`src/rtl/id_ex_reg.sv`:
```
// rtl/id_ex_reg.sv - ID/EX pipeline register with WB-to-decode bypass, load-use bubble, stall and flush
module id_ex_reg #(
  parameter int WIDTH = 32
) (
  input  logic             clk,
  input  logic             a_reset_n,
  input  logic             i_valid,
  input  logic [WIDTH-1:0] i_pc,
  input  logic [WIDTH-1:0] i_imm,
  input  logic [4:0]       i_rs1,
  input  logic [4:0]       i_rs2,
  input  logic [4:0]       i_rd,
  input  logic [WIDTH-1:0] i_rs1_data,
  input  logic [WIDTH-1:0] i_rs2_data,
  input  logic [3:0]       i_alu_op,
  input  logic             i_alu_src,
  input  logic             i_mem_read,
  input  logic             i_mem_write,
  input  logic             i_regwrite,
  input  logic             i_mem_to_reg,
  input  logic             i_branch,
  input  logic             i_wb_regwrite,
  input  logic [4:0]       i_wb_rd,
  input  logic [WIDTH-1:0] i_wb_data,
  input  logic             i_ex_stall,
  input  logic             i_flush,
  output logic             o_valid,
  output logic [WIDTH-1:0] o_pc,
  output logic [WIDTH-1:0] o_imm,
  output logic [WIDTH-1:0] o_rs1_data,
  output logic [WIDTH-1:0] o_rs2_data,
  output logic [4:0]       o_rs1,
  output logic [4:0]       o_rs2,
  output logic [4:0]       o_rd,
  output logic [3:0]       o_alu_op,
  output logic             o_alu_src,
  output logic             o_mem_read,
  output logic             o_mem_write,
  output logic             o_regwrite,
  output logic             o_mem_to_reg,
  output logic             o_branch,
  output logic             o_stall
);

  logic             r_valid, r_alu_src, r_mem_read, r_mem_write, r_regwrite, r_mem_to_reg, r_branch;
  logic [WIDTH-1:0] r_pc, r_imm, r_rs1_data, r_rs2_data;
  logic [4:0]       r_rs1, r_rs2, r_rd;
  logic [3:0]       r_alu_op;

  logic             w_wb_nz, w_bp1, w_bp2, w_hold_rf1, w_hold_rf2, w_lu, w_kill, w_ctl_en;
  logic [WIDTH-1:0] w_rs1_data, w_rs2_data;

  // Register_File has no write-through, so a same-cycle WB write is bypassed here
  assign w_wb_nz    = i_wb_regwrite && (i_wb_rd != 5'd0);
  assign w_bp1      = w_wb_nz && (i_wb_rd == i_rs1);
  assign w_bp2      = w_wb_nz && (i_wb_rd == i_rs2);
  assign w_hold_rf1 = w_wb_nz && (i_wb_rd == r_rs1);
  assign w_hold_rf2 = w_wb_nz && (i_wb_rd == r_rs2);
  assign w_rs1_data = w_bp1 ? i_wb_data : i_rs1_data;
  assign w_rs2_data = w_bp2 ? i_wb_data : i_rs2_data;

  assign w_lu     = r_valid && r_mem_read && (r_rd != 5'd0) && i_valid &&
                    ((i_rs1 == r_rd) || (i_rs2 == r_rd));
  assign w_kill   = i_flush || w_lu;
  assign w_ctl_en = i_valid && !w_kill;
  assign o_stall  = !i_flush && (i_ex_stall || w_lu);

  always_ff @(posedge clk or negedge a_reset_n) begin
    if (!a_reset_n) begin
      r_valid      <= 1'b0;
      r_pc         <= '0;
      r_imm        <= '0;
      r_rs1_data   <= '0;
      r_rs2_data   <= '0;
      r_rs1        <= 5'd0;
      r_rs2        <= 5'd0;
      r_rd         <= 5'd0;
      r_alu_op     <= 4'd0;
      r_alu_src    <= 1'b0;
      r_mem_read   <= 1'b0;
      r_mem_write  <= 1'b0;
      r_regwrite   <= 1'b0;
      r_mem_to_reg <= 1'b0;
      r_branch     <= 1'b0;
    end else if (i_ex_stall && !i_flush) begin
      // Held operands track WB writes so they are not stale when the stall releases
      if (w_hold_rf1) r_rs1_data <= i_wb_data;
      if (w_hold_rf2) r_rs2_data <= i_wb_data;
    end else begin
      // Flush and load-use bubble both clear valid/controls; data fields load regardless
      r_valid      <= w_ctl_en;
      r_pc         <= i_pc;
      r_imm        <= i_imm;
      r_rs1_data   <= w_rs1_data;
      r_rs2_data   <= w_rs2_data;
      r_rs1        <= i_rs1;
      r_rs2        <= i_rs2;
      r_rd         <= i_rd;
      r_alu_op     <= w_ctl_en ? i_alu_op : 4'd0;
      r_alu_src    <= w_ctl_en && i_alu_src;
      r_mem_read   <= w_ctl_en && i_mem_read;
      r_mem_write  <= w_ctl_en && i_mem_write;
      r_regwrite   <= w_ctl_en && i_regwrite;
      r_mem_to_reg <= w_ctl_en && i_mem_to_reg;
      r_branch     <= w_ctl_en && i_branch;
    end
  end

  assign o_valid      = r_valid;
  assign o_pc         = r_pc;
  assign o_imm        = r_imm;
  assign o_rs1_data   = r_rs1_data;
  assign o_rs2_data   = r_rs2_data;
  assign o_rs1        = r_rs1;
  assign o_rs2        = r_rs2;
  assign o_rd         = r_rd;
  assign o_alu_op     = r_alu_op;
  assign o_alu_src    = r_alu_src;
  assign o_mem_read   = r_mem_read;
  assign o_mem_write  = r_mem_write;
  assign o_regwrite   = r_regwrite;
  assign o_mem_to_reg = r_mem_to_reg;
  assign o_branch     = r_branch;

endmodule

```
`config.mk`:
```
export PLATFORM = sky130hd
export DESIGN_NAME = id_ex_reg
export DESIGN_NICKNAME = d
export VERILOG_FILES = /design/src/rtl/id_ex_reg.sv
export SDC_FILE = /design/constraint.sdc
export NUM_CORES = 1
export LEC_CHECK = 0
export ABC_AREA = 1
export CAP_MARGIN = 20
export CORE_ASPECT_RATIO = 2
export CORE_MARGIN = 2
export CORE_UTILIZATION = 25
export DETAILED_ROUTE_END_ITERATION = 10
export SYNTH_ARGS = -nofsm -noshare
export SYNTH_HDL_FRONTEND = slang
export SYNTH_SLANG_ARGS = --single-unit
export TNS_END_PERCENT = 100
```
`constraint.sdc`:
```
create_clock -name clk -period 2.1 [get_ports clk]
set_input_delay 0.42 -clock clk [delete_from_list [all_inputs] [get_ports clk]]
set_output_delay 0.42 -clock clk [all_outputs]
set_load 0.05 [all_outputs]
```
==> flow_metrics.env, run 1 <==
export IMPL_cp_end_kind="output port"
export IMPL_wl_per_cell_um=17.14
export IMPL_p_switching_uw=3254
export IMPL_nets=1554
export IMPL_slew_headroom_pct=59.74
export IMPL_ys_ff_latch=154
export IMPL_drv_slew=0
export IMPL_core_mm2=0.03018
export IMPL_min_period_ns=2.142
export IMPL_skew_ns=0.008658
export IMPL_die_x_um=127.7
export IMPL_drv_cap=0
export IMPL_status="complete, but fails checks"
export IMPL_arrival_ns=1.72
export IMPL_p_int_uw=6047
export IMPL_crit_family="buffers and inverters"
export IMPL_place_congestion=0.9098
export IMPL_min_from="i_rs1[0]"
export IMPL_syn_avg_cell_area_um2=7.645
export IMPL_drt_wl_total_um=29870
export IMPL_netlist_instances=1000
export IMPL_grt_max_degree=58
export IMPL_cts_buffers_inserted=17
export IMPL_cp_max_fo=3
export IMPL_clkLatencyLatePin_ns=0.45
export IMPL_drc=0
export IMPL_root_buffer="clkbuf_16"
export IMPL_required_ns=1.68
export IMPL_avgViaCountPerCell=4.460
export IMPL_clock_sinks=154
export IMPL_p_comb_share_pct=29.8
export IMPL_cts_tree="yes"
export IMPL_syn_to_final_growth_pct=62.16
export IMPL_power_leakage_uw=0.006260
export IMPL_grt_overflow=0
export IMPL_min_path_type="input pin to flop"
export IMPL_grt_pass1_wl_um=45850
export IMPL_synth_seq_area_share_pct=50.41
export IMPL_dp_hpwl_um=22240
export IMPL_layout_drive_gt1_share_pct=9.555
export IMPL_num_rows=90
export IMPL_layout_common_cells="nand2_1 (428), clkdlybuf4s50_1 (286), nand3_1 (205)"
export IMPL_reg2reg_from="o_rs2[1]$_DFFE_PN0N_"
export IMPL_seq_power_share_pct=36.5
export IMPL_grt_pass1_vias=8030
export IMPL_start_kind="input pin"
export IMPL_die_h_um=251.3
export IMPL_cp_slowest_stage_delay_ns=0.48
export IMPL_vias=7774
export IMPL_pwr_density_cell_mw_per_mm2=750.3
export IMPL_clockBufferDepth=2
export IMPL_die_area_mm2=0.03208
export IMPL_yosysWarnings=0
export IMPL_synth_cell_types=26
export IMPL_ant_nets=0
export IMPL_critPathLaunch="i_rs1[1]"
export IMPL_syn_nets=1196
export IMPL_io_pins=351
export IMPL_setup_slack_ns=-0.04192
export IMPL_grt_use_total_pct=18.79
export IMPL_crit_slowest_cell="clkdlybuf4s50_1"
export IMPL_first_iter_violations=408
export IMPL_crit_chain="clkdlybuf4s50_1 > xor2_1 > nor2_1 > nand3_1 > nand2_1 > nand2_2 > o21ai_2 > buf_6"
export IMPL_worstMarginPinSlew_ns=0.6063
export IMPL_total_power_uw=9301
export IMPL_fmax_mhz=466.9
export IMPL_p_sw_share_pct=34.98
export IMPL_dr_pass1_iters=4
export IMPL_whs_ns=0.4162
export IMPL_port_buffers=350
export IMPL_final_common_cell="nand2_1"
export IMPL_finalHoldViolCount=0
export IMPL_setup_violations=1
export IMPL_antenna_found_initial=4
export IMPL_power_frac_clock_pct=33.7
export IMPL_ir_drop_v=0.0005926
export IMPL_violations="setup timing"
export IMPL_cp_num_buf_inv=2
export IMPL_criticalPathCategory="input pin to output port"
export IMPL_path_clk_slew_ns=0.07
export IMPL_htree_levels=4
export IMPL_syn_area_mm2=0.007645
export IMPL_rsz0062_at_grt="yes"
export IMPL_start_util_pct=25.33
export IMPL_fin_crit_sh_pct=102.0
==> metal layers <==
metal | global-route usage, % | vias to the layer above | share of wire (%)
met3 | 3.980 | 67 | 4.9
li1 | - | 3822 | -
met4 | 10.74 | 0 | 4.9
met5 | 0 | - | 0
met2 | 34.01 | 258 | 54
met1 | 19.80 | 3627 | 36
==> cells in the mapped netlist (all sizes together) <==
cell	number	share of area, %
buf	56	5.0
clkbuf	4	0.25
clkinv	59	2.9
dfrtp	154	50
inv	36	1.8
nand2	439	22
nand3	206	14
nand4	2	0.16
nor2	19	1.5
nor3b	1	0.098
o21ai	17	1.1
xnor2	2	0.23
xor2	5	0.57
==> path summary, 6_finish.rpt <==
path | depth (start not counted) | endpoint | slack, ns
max | 8 | o_stall | -0.04
max reg2reg | 11 | o_rs2_data[8]$_DFFE_PN0P_ | 0.53
min | 4 | o_rs1[0]$_DFFE_PN0N_ | 0.42
max in group asynchronous | 3 | o_rs1_data[7]$_DFFE_PN0P_ | 1.02
min reg2reg | 2 | o_imm[29]$_DFFE_PN0N_ | 0.47
min in group asynchronous | 2 | o_rs1[0]$_DFFE_PN0N_ | 0.46
==> repair_timing <==
action,CTS,global route
setup buffers,1,1
resized for setup,28,24
endpoints found under the setup margin,22,19
hold endpoints to repair,31,0
hold buffers,1,0
pin swaps,0,1
==> cell type report <==
| type | instances | area [um2] |
|---|---|---|
| flip-flops and latches | 154 | 3857 |
| diodes | 4 | 10.01 |
| clock inverters | 14 | 148.9 |
| fillers | 3083 | 17780 |
| multi-input cells | 691 | 3037 |
| repair buffers | 399 | 4085 |
| inverters | 95 | 359.1 |
| well taps | 368 | 460.4 |
| clock buffers | 18 | 439.2 |
==> kinds of logic (layout without fill, tap and decap cells) <==
logic type | Yosys count | after routing | synth area share (%)
AO/OA/AOI/OAI | 17 | 17 | 1.113
XOR/XNOR | 7 | 7 | 0.8020
buffers and inverters | 155 | 526 | 9.983
flip-flops | 154 | 154 | 50.41
other | 0 | 4 | 0
AND/OR/NAND/NOR | 667 | 667 | 37.69
==> stage by stage <==
stage          worst slack (ns)  TNS (ns)  util, %  instance area (um2)  cells
2_1_floorplan           0.03473         0        -                 7649   1000
4_1_cts                -0.07054  -0.07054    40.83                12320   1738
5_1_grt                 -0.1194   -0.1194    41.08                12400   1743
3_3_place_gp            -0.1896    -8.404    38.92                11750   1704
6_report               -0.04192  -0.04192    41.08                12400   1743
3_5_place_dp            -0.1966    -8.829    38.92                11750   1704
==> power groups by stage <==
stage | Sequential (uW) | Clock, uW | Combinational [uW]
2_1_floorplan | 4360 | 0 | 596
3_3_place_gp | 3440 | 0 | 2800
3_5_place_dp | 3450 | 0 | 2810
4_1_cts | 3400 | 3220 | 2790
5_1_grt | 3430 | 3330 | 2940
6_report | 3400 | 3130 | 2770
==> tightest hold or removal path, cell delays in order <==
cell and delay (ns):
dlymetal6s2s_1 0.14, inv_1 0.08, buf_4 0.10, o21ai_0 0.07
No activity file was read; power rests on OpenSTA's default activity.
==> run 2: changes to the inputs <==
CTS_CLUSTER_DIAMETER = 150   (was not set)
==> results of run 2 <==
Final layout, timing and power as in run 1 (identical DEF).
